[src/rtl/exp_job_sequencer.sv]
`default_nettype none
// ============================================================================
// Module   : exp_job_sequencer
// Purpose  : Buffers operands in a small FIFO, launches one series-evaluation
//            job at a time on the engine, and captures each result into a
//            valid/ready output register. Sticky err flags engine hangs.
// Revision : 1.0 - initial release
// ============================================================================
module exp_job_sequencer #(
    parameter int W       = 16,
    parameter int DEPTH   = 4,
    parameter int TIMEOUT = 64
) (
    input  logic         clk,
    input  logic         rst,
    input  logic [W-1:0] in_data,
    input  logic         in_valid,
    output logic         in_ready,
    output logic [W-1:0] x_out,
    output logic         start,
    input  logic         done,
    input  logic [W-1:0] r_in,
    output logic [W-1:0] out_data,
    output logic         out_valid,
    input  logic         out_ready,
    output logic         busy,
    output logic         err
);

    localparam int PW = (DEPTH > 1) ? $clog2(DEPTH) : 1;
    // Counter must hold both the 4-cycle no-response window and TIMEOUT-1
    localparam int CW = (TIMEOUT > 8) ? $clog2(TIMEOUT + 1) : 4;

    typedef enum logic [2:0] {
        S_IDLE      = 3'd0,
        S_START     = 3'd1,
        S_WAIT_BUSY = 3'd2,
        S_WAIT_DONE = 3'd3,
        S_OUT       = 3'd4
    } state_t;

    state_t          state;
    logic [W-1:0]    mem [DEPTH];
    logic [PW-1:0]   wr_ptr;
    logic [PW-1:0]   rd_ptr;
    logic [PW:0]     count;
    logic [CW-1:0]   cnt;
    logic            push;
    logic            launch;

    // FIFO is full when occupancy reaches DEPTH; launch is the only pop
    assign in_ready = (count != (PW+1)'(DEPTH));
    assign push     = in_valid && in_ready;
    assign launch   = (state == S_IDLE) && (count != '0) && !out_valid && done;

    // Operand storage; contents are don't-care until written
    always_ff @(posedge clk) begin
        if (push) begin
            mem[wr_ptr] <= in_data;
        end
    end

    // FIFO pointers and occupancy; simultaneous push and pop leave count unchanged
    always_ff @(posedge clk or negedge rst) begin
        if (!rst) begin
            wr_ptr <= '0;
            rd_ptr <= '0;
            count  <= '0;
        end else begin
            if (push) begin
                wr_ptr <= wr_ptr + PW'(1);
            end
            if (launch) begin
                rd_ptr <= rd_ptr + PW'(1);
            end
            case ({push, launch})
                2'b10:   count <= count + (PW+1)'(1);
                2'b01:   count <= count - (PW+1)'(1);
                default: count <= count;
            endcase
        end
    end

    // Job control FSM with registered start/busy/err and the result register
    always_ff @(posedge clk or negedge rst) begin
        if (!rst) begin
            state     <= S_IDLE;
            x_out     <= '0;
            start     <= 1'b0;
            out_data  <= '0;
            out_valid <= 1'b0;
            busy      <= 1'b0;
            err       <= 1'b0;
            cnt       <= '0;
        end else begin
            start <= 1'b0;
            case (state)
                S_IDLE: begin
                    if (launch) begin
                        // x_out only ever changes here, so it is stable for the whole job
                        x_out <= mem[rd_ptr];
                        start <= 1'b1;
                        busy  <= 1'b1;
                        state <= S_START;
                    end
                end
                S_START: begin
                    cnt   <= '0;
                    state <= S_WAIT_BUSY;
                end
                S_WAIT_BUSY: begin
                    if (!done) begin
                        cnt   <= '0;
                        state <= S_WAIT_DONE;
                    end else if (cnt == CW'(3)) begin
                        // Engine never acknowledged the start: drop the job
                        err   <= 1'b1;
                        busy  <= 1'b0;
                        state <= S_IDLE;
                    end else begin
                        cnt <= cnt + CW'(1);
                    end
                end
                S_WAIT_DONE: begin
                    if (done) begin
                        out_data  <= r_in;
                        out_valid <= 1'b1;
                        state     <= S_OUT;
                    end else if (cnt == CW'(TIMEOUT - 1)) begin
                        // Engine hung mid-job: give up without producing a result
                        err   <= 1'b1;
                        busy  <= 1'b0;
                        state <= S_IDLE;
                    end else begin
                        cnt <= cnt + CW'(1);
                    end
                end
                S_OUT: begin
                    if (out_valid && out_ready) begin
                        out_valid <= 1'b0;
                        busy      <= 1'b0;
                        state     <= S_IDLE;
                    end
                end
                default: begin
                    busy  <= 1'b0;
                    state <= S_IDLE;
                end
            endcase
        end
    end

endmodule
`default_nettype wire

[config.mk]
export PLATFORM = sky130hd
export DESIGN_NAME = exp_job_sequencer
export DESIGN_NICKNAME = d
export VERILOG_FILES = /design/src/rtl/exp_job_sequencer.sv
export SDC_FILE = /design/constraint.sdc
export NUM_CORES = 1
export LEC_CHECK = 0
export ABC_CLOCK_PERIOD_IN_PS = 6940
export BUFFER_PORTS_ARGS = -buffer_cell sky130_fd_sc_hd__buf_2
export CAP_MARGIN = 40
export CORE_UTILIZATION = 60
export CTS_CLUSTER_DIAMETER = 120
export CTS_CLUSTER_SIZE = 14
export DETAILED_ROUTE_END_ITERATION = 6
export HOLD_SLACK_MARGIN = 0.02
export PLACE_DENSITY = 0.92
export SYNTH_ARGS = -nofsm -noshare
export SYNTH_HDL_FRONTEND = slang
export SYNTH_SLANG_ARGS = --single-unit
[constraint.sdc]
create_clock -name clk -period 6.94 [get_ports clk]
set_input_delay 0.347 -clock clk [delete_from_list [all_inputs] [get_ports clk]]
set_output_delay 0.347 -clock clk [all_outputs]
set_load 0.01 [all_outputs]
======== Word-level counts from Yosys, hierarchy flattened ========
Memory sizes are Yosys's and may differ from the RTL's. A register that Yosys moved wholly into a read port is not among the register bits.
Cells that the tools add are included.
cells by class
  add/subtract/negate cells ............... 5
  equal/unequal tests ..................... 20
  muxes and demuxes ....................... 31
  bitwise logic cells ..................... 1
  reductions and logical operators ........ 20
operators with widths
  operator                                                                count
  7-bit 2-to-1 mux                                                        4
  7-bit one-hot mux with 3 select lines                                   1
  3-bit 2-to-1 mux                                                        6
  2-bit inequality test (second input constant)                           8
  1-bit 2-to-1 mux                                                        15
  3-bit one-hot mux with 5 select lines                                   1
  3-bit inequality test (second input constant)                           4
  4-bit AND reduction                                                     2
  7-bit by 1-bit adder with 7-bit output (second input constant)          1
  7-bit by 2-bit equality test with 1-bit output (second input constant)  1
  7-bit by 6-bit equality test with 1-bit output (second input constant)  1
  7-bit AND reduction                                                     1
  3-bit by 2-bit equality test with 1-bit output (second input constant)  2
  3-bit one-hot mux with 2 select lines                                   1
  2-bit nonzero test                                                      3
  3-bit nonzero test                                                      2
  1-bit logical AND                                                       5
  1-bit one-hot mux with 5 select lines                                   1
  5-bit AND reduction                                                     1
  2-bit by 1-bit adder with 2-bit output (second input constant)          2
  1-bit one-hot mux with 2 select lines                                   2
  2-bit AND reduction                                                     2
  3-bit by 1-bit adder with 3-bit output (second input constant)          1
  3-bit by 1-bit equality test with 1-bit output (second input constant)  1
  other kinds (8)                                                         9
word-level totals
  register bits ........................... 37
  memory bits (writable) .................. 64
  output and inout bits ................... 37
  word-level logic and storage cells ...... 88
  memories kept ........................... 1
memories
  name  depth  width  rd ports  clocked after Yosys merged registers in  wr ports  RTL line  source
  mem   4      16     1         1                                        1         43        logic [W-1:0] mem [DEPTH];

======== Logic depth before layout (Yosys ltp) ========
Gate-level depths: netlist of the first run.
  depth after elaboration ................. 6
  mapped depth ............................ 11

======== Worst setup path after synthesis of the first run ========
OpenSTA, ideal clock, no wires.
  kind .................................... flip-flop to flip-flop
  from .................................... register state[1]
  to ...................................... register count[2]
  arrival ................................. 2.380 ns
  data required time ...................... 6.861 ns
  slack ................................... 4.480 ns
  cell stages (with the launch flop) ...... 11
  path buffers ............................ 2
  cell sequence ........................... dfrtp_1 > buf_6 > or4_4 > nor3_4 > buf_6 > ha_1 > inv_1 > fa_1 > xor2_1 > nor2_1 > xor2_1
on the way
  cells in the longest elaborated chain, start to end .. 6
  elaborated cells between the ends (all ways) .. 8
  classes of those cells .................. eq/ne (2); mux (1); reduce/logical (5)
RTL lines
  what                                                                                   RTL line  source
  start: declaration                                                                     42        state_t state;
  start signal: assignment                                                               87        state <= S_IDLE;
  start signal: assignment                                                               104       state <= S_START;
  start signal: assignment                                                               109       state <= S_WAIT_BUSY;
  3-bit logical NOT *                                                                    54        assign launch = (state == S_IDLE) && (count != '0) && !out_valid && done;
  1-bit logical AND * (3 in a row)                                                       54
  net launch                                                                             49        logic launch;
  2-bit by 1-bit equality test with 1-bit output or 2-bit equality test (tied branches)  76        case ({push, launch})
  3-bit one-hot mux with 2 select lines or 2-bit nonzero test (tied branches)            n/a
  end signal: assignment                                                                 77        2'b10: count <= count + (PW+1)'(1);
  end signal: assignment                                                                 78        2'b01: count <= count - (PW+1)'(1);
  end signal: assignment                                                                 79        default: count <= count;
  end: declaration                                                                       46        logic [PW:0] count;
Mark *: on every way through the listed nets, which the timed path passes. The rest lies on a longest branch.
A chain may end at the register's enable or synchronous reset.

======== Final worst setup path of the first run ========
  from .................................... register state[0]
  to ...................................... register count[2]
on the way
  cells in the longest elaborated chain, start to end .. 6
  elaborated cells between the ends (all ways) .. 8
  classes of those cells .................. eq/ne (2); mux (1); reduce/logical (5)
RTL lines
  what                                                                                   RTL line
  3-bit logical NOT *                                                                    54
  1-bit logical AND * (3 in a row)                                                       54
  2-bit by 1-bit equality test with 1-bit output or 2-bit equality test (tied branches)  76
  3-bit one-hot mux with 2 select lines or 2-bit nonzero test (tied branches)            n/a
Every way passes the cells marked *; elsewhere a longest branch is shown, timed or not.

==> qor.csv, run 1 <==
stage,metric,value,unit
status,status,completed,
synth,top area cells in the synthesized netlist,"edfxtp_1 (41%), dfrtp_1 (28%), mux2_2 (8.6%)",
final_layout,layout cell share with drive strength beyond 1,44.7,%
timing,max_slew headroom,37.8,%
routing,Post-Route WL,9790,µm
timing,final setup vio count,0,
placement,Buffers on Ports,73,
synth,Synth Net Count,315,
final_layout,n_diodes,0,
synth,syn_area_per_cell,17.3,µm²
worst_setup_path,worst reg-to-reg path cell count,9,
routing,Detailed Route Iter0 Violations,219,
routing,drt drc,0,
synth,Yosys Warn Count,0,
grt,largest net degree at the start of global routing,54,
clock_tree,Post-CTS Setup Inserts,0,
timing,"Slew Viols, Final",0,
floorplanning,Initial Utilization,63.3,%
routing,TritonRoute pass-1 iters,5,
floorplanning,DIE HEIGHT,90.4,µm
routing,Vias,2793,
clock_tree,Clock transition at path regs,0.06,ns
grt,remaining global-route overflow,0,
grt,Overall Global Routing Usage,26.2,%
timing,clk_skew,0.00788,ns
final_layout,fin util,78.1,%
synth,"Seq/Total Area, Yosys",69.2,%
worst_setup_path,Setup crit end kind,register,
timing,final hold vios,0,
routing,Routed Antenna Nets,0,
power_and_ir_drop,sequential power share,40.5,%
synth,top post-synthesis cells by count,"edfxtp_1 (64), dfrtp_1 (53), mux2_2 (36)",
synth,ys flop type,edfxtp_1,
clock_tree,Max clock buf depth,2,
grt,first-pass GRT wire length,15500,µm
timing,crit share post-route,43.2,%
final_layout,Nets,402,
power_and_ir_drop,clock share of power,31.9,%
timing,aggregate negative setup slack,0,ns
worst_setup_path,Critical Path Fanout Max,14,
final_layout,Area Overhead vs Synth,23.4,%
worst_setup_path,Crit Reg-Reg Startpoint,state[0]$_DFFE_PN0P_,
timing,worst-margin pin slew,0.933,ns
timing,fmax,0.334,GHz
routing,drt wl/cell,20.8,µm
floorplanning,placeable core area,7410,µm²
timing,min cycle time layout,3.00,ns
floorplanning,FP Rows,31,
worst_setup_path,startpoint type of the worst setup path,register,
clock_tree,worst skew pair latency,0.51,ns
grt,vias in the first global route,2922,
power_and_ir_drop,switch share,30.3,%
floorplanning,IO Pins,74,
power_and_ir_drop,P_sw,838,µW
clock_tree,clk sinks,117,
grt,initial antenna violation count,0,
power_and_ir_drop,combinational cell fraction of total power,27.6,%
clock_tree,TritonCTS Buffers,17,
floorplanning,die area,8180,µm²
floorplanning,Die X,90.4,µm
power_and_ir_drop,VDD IR max,0.297,mV
timing,RSZ-0062 raised after global routing,false,
synth,area share of the largest cell type after synthesis,41.0,%
routing,vias per cell,5.94,
clock_tree,H-Tree Depth,4,
power_and_ir_drop,internal power,1930,µW
worst_setup_path,r2r setup slk,3.94,ns
synth,most instantiated library cell after synthesis,edfxtp_1,
power_and_ir_drop,Pwr per Cell Area,478,nW/µm²
worst_setup_path,"Req. time, crit path",7.37,ns
clock_tree,CTS tree,yes,
hold_path,hold-critical path depth,1,
synth,"area leader, netlist",edfxtp_1,
synth,Synth Register Bits,117,
synth,Post-synth ARST share,45.3,%
placement,post-DP HPWL,5550,µm
clock_tree,root buf cell,clkbuf_8,
hold_path,worst hold start,in_data[7],
synth,Post-synth EDFFs,64,
hold_path,HP Class,in -> reg,
worst_setup_path,WP data arrival,3.43,ns
worst_setup_path,RR Endpoint,count[2]$_DFFE_PN0P_,
hold_path,hold path endpoint,mem[2][7]$_DFFE_PP_,
run,number of max-cap violations,0,
placement,Final GP Congestion,0.821,
synth,Post-Synthesis Cell Area,4690,µm²
synth,Cells after Synth,271,
synth,synth unique cells,44,
worst_setup_path,Setup Crit Path Kind,reg -> reg,
power_and_ir_drop,static leakage,0.00237,µW
[logic make-up (layout without fill, tap and decap cells)]
logic type	after synthesis	in the layout	share of synthesized area, %
flip-flops	117	117	69.2
multiplexers	53	53	16.5
AND/OR/NAND/NOR	49	49	5.95
buffers and inverters	21	121	2.51
AO/OA/AOI/OAI	18	18	2.61
adder cells (fa/ha/maj)	7	7	2.03
XOR/XNOR	6	6	1.12
[metrics by stage]
stage	hold slack [ns]	setup WS, ns	power [µW]	instances	instance area [µm²]
5_1_grt	0.0328	3.85	2880	470	5790
3_5_place_dp	0.482	4.05	1860	436	5160
3_3_place_gp	0.471	3.86	1770	433	5110
2_1_floorplan	0.0514	4.48	1600	271	4690
4_1_cts	0.0299	3.94	2770	469	5770
6_report	0.0525	3.94	2760	470	5790
[sequential cells by signal (all words and copies together), names as in the netlist]
signal	flops
cnt	7
busy	1
out_data	16
err	1
start	1
count	3
state	3
x_out	16
out_valid	1
rd_ptr	2
wr_ptr	2
mem	64
[area by class of cell]
type                    count  area (µm²)
flip-flops and latches    117        3250
fillers                   396        1620
multi-input cells         133        1330
repair buffers             79         452
clock buffers              18         418
clock inverters            14         184
well taps                  99         124
inverters                  10        37.5
[power groups by stage]
| stage | Sequential, µW | Clock, µW | Combinational, µW |
|---|---|---|---|
| after global placement | 1120 | 0 | 659 |
| after detailed placement | 1120 | 0 | 740 |
| after global routing | 1140 | 919 | 821 |
| after CTS | 1120 | 891 | 766 |
| after floorplan | 1100 | 0 | 500 |
| final | 1120 | 883 | 763 |
[cell usage in the layout, fill, tap and decap left out, drive strengths merged, types with 2 or more instances in the layout]
cell type  Yosys  layout
mux4          16      16
clkbuf         2      18
clkinvlp       0       3
nor2b          3       3
o21ai          3       3
a31o           2       2
a31oi          3       3
dfrtp         53      53
inv           10      11
nor2          13      13
nor3           5       5
nand4          4       4
bufinv         0       4
nand2b         3       3
or4            2       2
xnor2          3       3
buf            9      78
nand2          4       4
and3           5       5
a21oi          4       4
nand3b         2       2
clkinv         0       6
ha             6       6
edfxtp        64      64
xor2           3       3
nand3          2       2
and2           3       3
mux2          36      36
[routing by layer]
metal / wire length (µm) / GRT usage, %
met1: 3840 / 34.1
met2: 5080 / 41.1
met3: 592 / 7.41
met4: 266 / 12.5
met5: 0 / 0
[how the worst max path moves through the flow]
| stage | start | endpoint |
|---|---|---|
| global placement | state[0]$_DFFE_PN0P_ | count[2]$_DFFE_PN0P_ |
| CTS | state[0]$_DFFE_PN0P_ | count[2]$_DFFE_PN0P_ |
| detailed placement | state[0]$_DFFE_PN0P_ | count[2]$_DFFE_PN0P_ |
| global route | state[0]$_DFFE_PN0P_ | count[2]$_DFFE_PN0P_ |
| finish | state[0]$_DFFE_PN0P_ | count[2]$_DFFE_PN0P_ |
| floorplan | state[1]$_DFFE_PN0P_ | count[2]$_DFFE_PN0P_ |
[worst max-delay path, stage by stage, from the launching register on]
cell	delay [ns]
dfrtp_1	0.53
or4_4	0.61
nor3_4	0.45
buf_8	0.23
ha_1	0.23
inv_1	0.08
fa_1	0.37
xor2_1	0.15
nor2_1	0.11
xor2_1	0.15
[what timing repair did]
item	CTS	global route
endpoints found under the setup margin	0	0
resized for setup	0	0
hold buffers	1	0
hold endpoints to repair	53	0
(Power assumes the default switching activity.)
==> run 2, diff against run 1 <==
==> config.mk (replaced) <==
export PLATFORM = sky130hd
export DESIGN_NAME = exp_job_sequencer
export DESIGN_NICKNAME = d
export VERILOG_FILES = /design/src/rtl/exp_job_sequencer.sv
export SDC_FILE = /design/constraint.sdc
export NUM_CORES = 1
export LEC_CHECK = 0
export ABC_AREA = 1
export ABC_CLOCK_PERIOD_IN_PS = 2400
export BUFFER_PORTS_ARGS = -buffer_cell sky130_fd_sc_hd__buf_2
export CAP_MARGIN = 40
export CORE_UTILIZATION = 51
export CTS_CLUSTER_DIAMETER = 120
export CTS_CLUSTER_SIZE = 14
export DETAILED_ROUTE_END_ITERATION = 6
export HOLD_SLACK_MARGIN = 0.02
export PLACE_DENSITY = 0.83
export SYNTH_ARGS = -nofsm -noshare
export SYNTH_HDL_FRONTEND = slang
export SYNTH_SLANG_ARGS = --single-unit
==> constraint.sdc (replaced) <==
create_clock -name clk -period 2.4 [get_ports clk]
set_input_delay 0.12 -clock clk [delete_from_list [all_inputs] [get_ports clk]]
set_output_delay 0.12 -clock clk [all_outputs]
set_load 0.01 [all_outputs]
==> run 2 against run 1 <==
Compared with the run above:
- flip-flop and latch count did not move
- first-iteration DRC count is 8.7% higher
- non-clock buffer count is 42 higher
- wire length up 16%
- die area grew 24%
- sequential power increased by 89%
- combinational power fell by 85%
- critical path depth is the same
- via count up 35%
- global-route usage decreased by 1.7 points
- synthesized area is 6.0% higher
==> qor.csv, run 2 <==
stage,metric,value,unit
worst_setup_path,CP cell instances,"nor2_1, nand2_1, nand2_1, ha_1, inv_1, fa_1, a21oi_1, o21ai_0, xor2_1",
timing,worst-margin pin slew,0.627,ns
final_layout,Finished Layout Cells,734,
timing,"Slew Viols, Final",0,
final_layout,n_diodes,0,
routing,Routed Antenna Nets,0,
placement,Placed Cells,665,
power_and_ir_drop,static leakage,0.00298,µW
worst_setup_path,most numerous cell on the critical path,nand2_1,
timing,aggregate negative setup slack,0,ns
power_and_ir_drop,Pwr per Cell Area,750,nW/µm²
floorplanning,FP Rows,35,
final_layout,max reg flops,64,
final_layout,multi-input logic area,1500,µm²
clock_tree,root buf cell,clkbuf_8,
worst_setup_path,Setup crit end kind,register,
synth,Yosys Warn Count,0,
worst_setup_path,Worst setup startpoint,count[0]$_DFFE_PN0P_,
routing,Post-Route WL,11400,µm
placement,Final GP Congestion,0.853,
synth,syn_area_per_cell,10.6,µm²
floorplanning,Die X,101,µm
clock_tree,Post-CTS Setup Inserts,0,
final_layout,largest reg by FF count,mem,
final_layout,register area,3250,µm²
worst_setup_path,Worst path max stage delay,0.40,ns
timing,clk_skew,0.00964,ns
grt,largest net degree at the start of global routing,34,
routing,TritonRoute pass-1 iters,5,
clock_tree,H-Tree Depth,4,
routing,drt drc,0,
routing,Vias,3776,
placement,Buffers on Ports,73,
grt,first-pass GRT wire length,18300,µm
synth,Synth Net Count,513,
worst_setup_path,WP data arrival,2.61,ns
timing,fmax,0.447,GHz
grt,initial antenna violation count,0,
clock_tree,# hold bufs at CTS,37,
clock_tree,CTS tree,yes,
clock_tree,CTS-repair resized insts,0,
timing,max_slew headroom,58.1,%
synth,Synth Register Bits,117,
worst_setup_path,Setup crit end,count[2]$_DFFE_PN0P_,
floorplanning,die area,10200,µm²
routing,vias per cell,5.14,
timing,final hold vios,0,
floorplanning,DIE HEIGHT,101,µm
worst_setup_path,"Req. time, crit path",2.77,ns
final_layout,Fillers,643,
status,status,completed,
worst_setup_path,Crit Reg-Reg Startpoint,count[0]$_DFFE_PN0P_,
floorplanning,placeable core area,9330,µm²
hold_path,HP Class,in -> reg,
clock_tree,clk sinks,117,
clock_tree,Clock transition at path regs,0.05,ns
grt,remaining global-route overflow,0,
final_layout,Area Overhead vs Synth,30.4,%
grt,Overall Global Routing Usage,24.5,%
worst_setup_path,critical path's slowest cell,dfrtp_1,
run,number of max-cap violations,0,
routing,drt wl/cell,15.5,µm
worst_setup_path,Setup Crit Path Kind,reg -> reg,
routing,Detailed Route Iter0 Violations,238,
synth,Cells after Synth,469,
worst_setup_path,Critical Path Fanout Max,8,
power_and_ir_drop,VDD IR max,0.803,mV
synth,Post-synth ARST share,45.3,%
floorplanning,IO Pins,74,
clock_tree,worst skew pair latency,0.51,ns
timing,crit share post-route,93.2,%
timing,RSZ-0062 raised after global routing,false,
worst_setup_path,startpoint type of the worst setup path,register,
synth,Post-synth EDFFs,64,
clock_tree,Max clock buf depth,2,
synth,area share of the largest cell type after synthesis,38.6,%
synth,Post-Synthesis Cell Area,4970,µm²
final_layout,"commonest non-fill, non-tap cells in the layout","nor2_1 (98), nand2_1 (98), buf_2 (73)",
synth,"Seq/Total Area, Yosys",65.3,%
clock_tree,TritonCTS Buffers,17,
synth,synth unique cells,29,
final_layout,layout cell share with drive strength beyond 1,23.3,%
timing,min cycle time layout,2.24,ns
floorplanning,Initial Utilization,53.3,%
final_layout,Nets,636,
timing,final setup vio count,0,
worst_setup_path,r2r setup slk,0.16,ns
grt,vias in the first global route,3794,
synth,top post-synthesis cells by count,"nand2_1 (98), nor2_1 (98), edfxtp_1 (64)",
synth,"area leader, netlist",edfxtp_1,
synth,top area cells in the synthesized netlist,"edfxtp_1 (39%), dfrtp_1 (27%), nand2_1 (7.4%)",
synth,ys flop type,edfxtp_1,
final_layout,Largest regs,"mem (64), out_data (16), x_out (16)",
worst_setup_path,RR Endpoint,count[2]$_DFFE_PN0P_,
worst_setup_path,worst reg-to-reg path cell count,9,
placement,post-DP HPWL,6740,µm
-- run 2: where the power goes --
part	internal (µW)	switching, µW
clock network	1700	920
registers	2120	0
logic	66.2	52.0
-- run 2: cell type report --
cell class	instances	share of cell area [%]
inverter	32	1.89
tap	129	2.49
clock inverter	13	3.03
clock buffer	19	6.50
sequential	117	50.1
timing repair buffer	121	12.8
multi-input combinational	303	23.2
-- run 2: how the worst min path moves through the flow --
stage	cells after the start	start	slack, ns	to
final	3	in_valid	0.12	wr_ptr[0]$_DFFE_PN0P_
after global routing	3	in_valid	0.14	wr_ptr[0]$_DFFE_PN0P_
after CTS	3	in_valid	0.09	wr_ptr[0]$_DFFE_PN0P_
after detailed placement	1	rst	0.02	out_data[13]$_DFFE_PN0P_
after global placement	1	rst	0.30	out_data[13]$_DFFE_PN0P_
after floorplan	0	rst	-0.18	busy$_DFFE_PN0P_
-- run 2: worst max-delay path: cells and delay by family (launching register included) --
family                   cells  cell delay [ns]
AO/OA/AOI/OAI                2             0.30
XOR/XNOR                     1             0.18
adder cells (fa/ha/maj)      2             0.61
buffers and inverters        1             0.08
flip-flops                   1             0.40
AND/OR/NAND/NOR              3             0.54
-- run 2: cells by family after synthesis --
group                    count (synthesis)  share of synthesized area (%)
adder cells (fa/ha/maj)                  7                           1.91
AND/OR/NAND/NOR                        224                           18.6
flip-flops                             117                           65.3
AO/OA/AOI/OAI                           67                           8.88
XOR/XNOR                                 5                          0.880
buffers and inverters                   49                           4.45
-- run 2: routing by layer --
layer  global-route usage, %  part of all wire [%]  up-vias
met5                       0                     0        -
met4                    10.0                   1.1        0
met3                    6.03                   5.3       17
met2                    43.9                    52      130
met1                    28.1                    41     1824
li1                        -                     -     1805
-- run 2: per-stage QoR --
step                total power [µW]  instance area, µm²  setup slack [ns]  util (%)  hold slack (ns)
floorplan                       2170                4970             0.326         -           -0.176
global placement                2230                5480             0.439      58.7            0.299
detailed placement              2230                5500             0.274      58.9           0.0213
CTS                             4890                6480             0.229      69.5           0.0933
global route                    4990                6480            0.0512      69.5            0.137
finish                          4860                6480             0.162      69.5            0.119
==> run 3, diff against run 2 <==
--- a/config.mk
+++ b/config.mk
@@ -13,7 +13,7 @@
 export CTS_CLUSTER_DIAMETER = 120
 export CTS_CLUSTER_SIZE = 14
 export DETAILED_ROUTE_END_ITERATION = 6
-export HOLD_SLACK_MARGIN = 0.02
+export HOLD_SLACK_MARGIN = 0.15
 export PLACE_DENSITY = 0.83
 export SYNTH_ARGS = -nofsm -noshare
 export SYNTH_HDL_FRONTEND = slang
==> run 3 against run 2 <==
Compared with the run above:
- sequential power about the same
- utilization unchanged
- clock power about the same
- critical path depth unchanged
==> qor.csv, run 3 (synthesis results as in run 2) <==
stage,metric,value,unit
status,status,completed,
worst_setup_path,startpoint type of the worst setup path,register,
power_and_ir_drop,Pwr per Cell Area,749,nW/µm²
timing,aggregate negative setup slack,0,ns
placement,Buffers on Ports,73,
routing,vias per cell,5.13,
worst_setup_path,r2r setup slk,0.15,ns
worst_setup_path,WP data arrival,2.62,ns
routing,TritonRoute pass-1 iters,5,
final_layout,layout cell share with drive strength beyond 1,23.3,%
clock_tree,CTS tree,yes,
routing,Detailed Route Iter0 Violations,216,
clock_tree,# hold bufs at CTS,37,
floorplanning,Die X,101,µm
clock_tree,worst skew pair latency,0.51,ns
floorplanning,placeable core area,9330,µm²
timing,fmax,0.444,GHz
clock_tree,Clock transition at path regs,0.05,ns
floorplanning,Initial Utilization,53.3,%
floorplanning,IO Pins,74,
timing,max_slew headroom,57.4,%
timing,clk_skew,0.0115,ns
final_layout,Nets,636,
clock_tree,clk sinks,117,
floorplanning,DIE HEIGHT,101,µm
routing,max layer used,met4,
final_layout,n_diodes,0,
timing,"Slew Viols, Final",0,
placement,Final GP Congestion,0.853,
timing,worst-margin pin slew,0.639,ns
grt,remaining global-route overflow,0,
timing,RSZ-0062 raised after global routing,false,
final_layout,Area Overhead vs Synth,30.4,%
final_layout,max reg flops,64,
power_and_ir_drop,static leakage,0.00298,µW
routing,drt drc,0,
clock_tree,H-Tree Depth,4,
floorplanning,die area,10200,µm²
worst_setup_path,Setup crit end kind,register,
grt,vias in the first global route,3784,
grt,largest net degree at the start of global routing,34,
grt,first-pass GRT wire length,18300,µm
placement,post-DP HPWL,6740,µm
timing,min cycle time layout,2.25,ns
timing,final setup vio count,0,
worst_setup_path,"Req. time, crit path",2.77,ns
routing,WL met3,684,µm
grt,initial antenna violation count,0,
worst_setup_path,Critical Path Fanout Max,8,
power_and_ir_drop,VDD IR max,0.803,mV
final_layout,fin util,69.5,%
routing,Routed Antenna Nets,0,
timing,crit share post-route,93.9,%
clock_tree,CTS-repair resized insts,0,
final_layout,"commonest non-fill, non-tap cells in the layout","nor2_1 (98), nand2_1 (98), buf_2 (73)",
clock_tree,Post-CTS Setup Inserts,0,
routing,Vias,3763,
clock_tree,Max clock buf depth,2,
routing,Post-Route WL,11400,µm
final_layout,Largest regs,"mem (64), out_data (16), x_out (16)",
timing,final hold vios,0,
worst_setup_path,Setup Crit Path Kind,reg -> reg,
hold_path,HP Class,in -> async,
clock_tree,root buf cell,clkbuf_8,
clock_tree,TritonCTS Buffers,17,
final_layout,largest reg by FF count,mem,
run,number of max-cap violations,0,
grt,Overall Global Routing Usage,24.5,%
floorplanning,FP Rows,35,
routing,Met1 Routed Length,4640,µm
routing,met2 routed WL,6010,µm
routing,drt wl/cell,15.5,µm
[run 3: layer usage]
metal,vias to the layer above,GRT usage [%]
met1,1820,28.3
met2,130,43.7
li1,1805,-
met5,-,0
met3,8,5.96
met4,0,9.92
[run 3: where the power goes]
group          switching, µW  internal, µW
combinational           52.1          66.3
sequential                 0          2120
clock                    917          1700
[run 3: through the flow]
step                area (µm²)  cells  total power, µW  hold slack [ns]  setup WS [ns]
global placement          5480    664             2230            0.299          0.439
finish                    6480    734             4860            0.195          0.146
global route              6480    734             4990            0.187         0.0512
floorplan                 4970    469             2170           -0.176          0.326
CTS                       6480    734             4890            0.171          0.229
detailed placement        5500    665             2230           0.0213          0.274
[run 3: critical path: stages, from the launching register on]
cell	delay [ns]
dfrtp_1	0.41
nor2_1	0.17
nand2_1	0.11
nand2_1	0.25
ha_1	0.22
inv_1	0.08
fa_1	0.39
a21oi_1	0.17
o21ai_0	0.15
xor2_1	0.18
[run 3: layout make-up]
class | count | area (µm²)
fill | 643 | 2840
tap | 129 | 161
clock buffer | 19 | 422
clock inverter | 13 | 196
sequential | 117 | 3250
inverter | 32 | 123
timing repair buffer | 121 | 831
multi-input combinational | 303 | 1500
[run 3: final timing paths]
| kind | start | depth (start not counted) | endpoint |
|---|---|---|---|
| min in group clk | r_in[6] | 4 | out_data[6]$_DFFE_PN0P_ |
| max in group asynchronous | rst | 3 | rd_ptr[0]$_DFFE_PN0P_ |
| max reg2reg | count[0]$_DFFE_PN0P_ | 9 | count[2]$_DFFE_PN0P_ |
| min reg2reg | out_data[6]$_DFFE_PN0P_ | 2 | out_data[6]$_DFFE_PN0P_ |
| max | count[0]$_DFFE_PN0P_ | 9 | count[2]$_DFFE_PN0P_ |
| min | rst | 3 | wr_ptr[0]$_DFFE_PN0P_ |
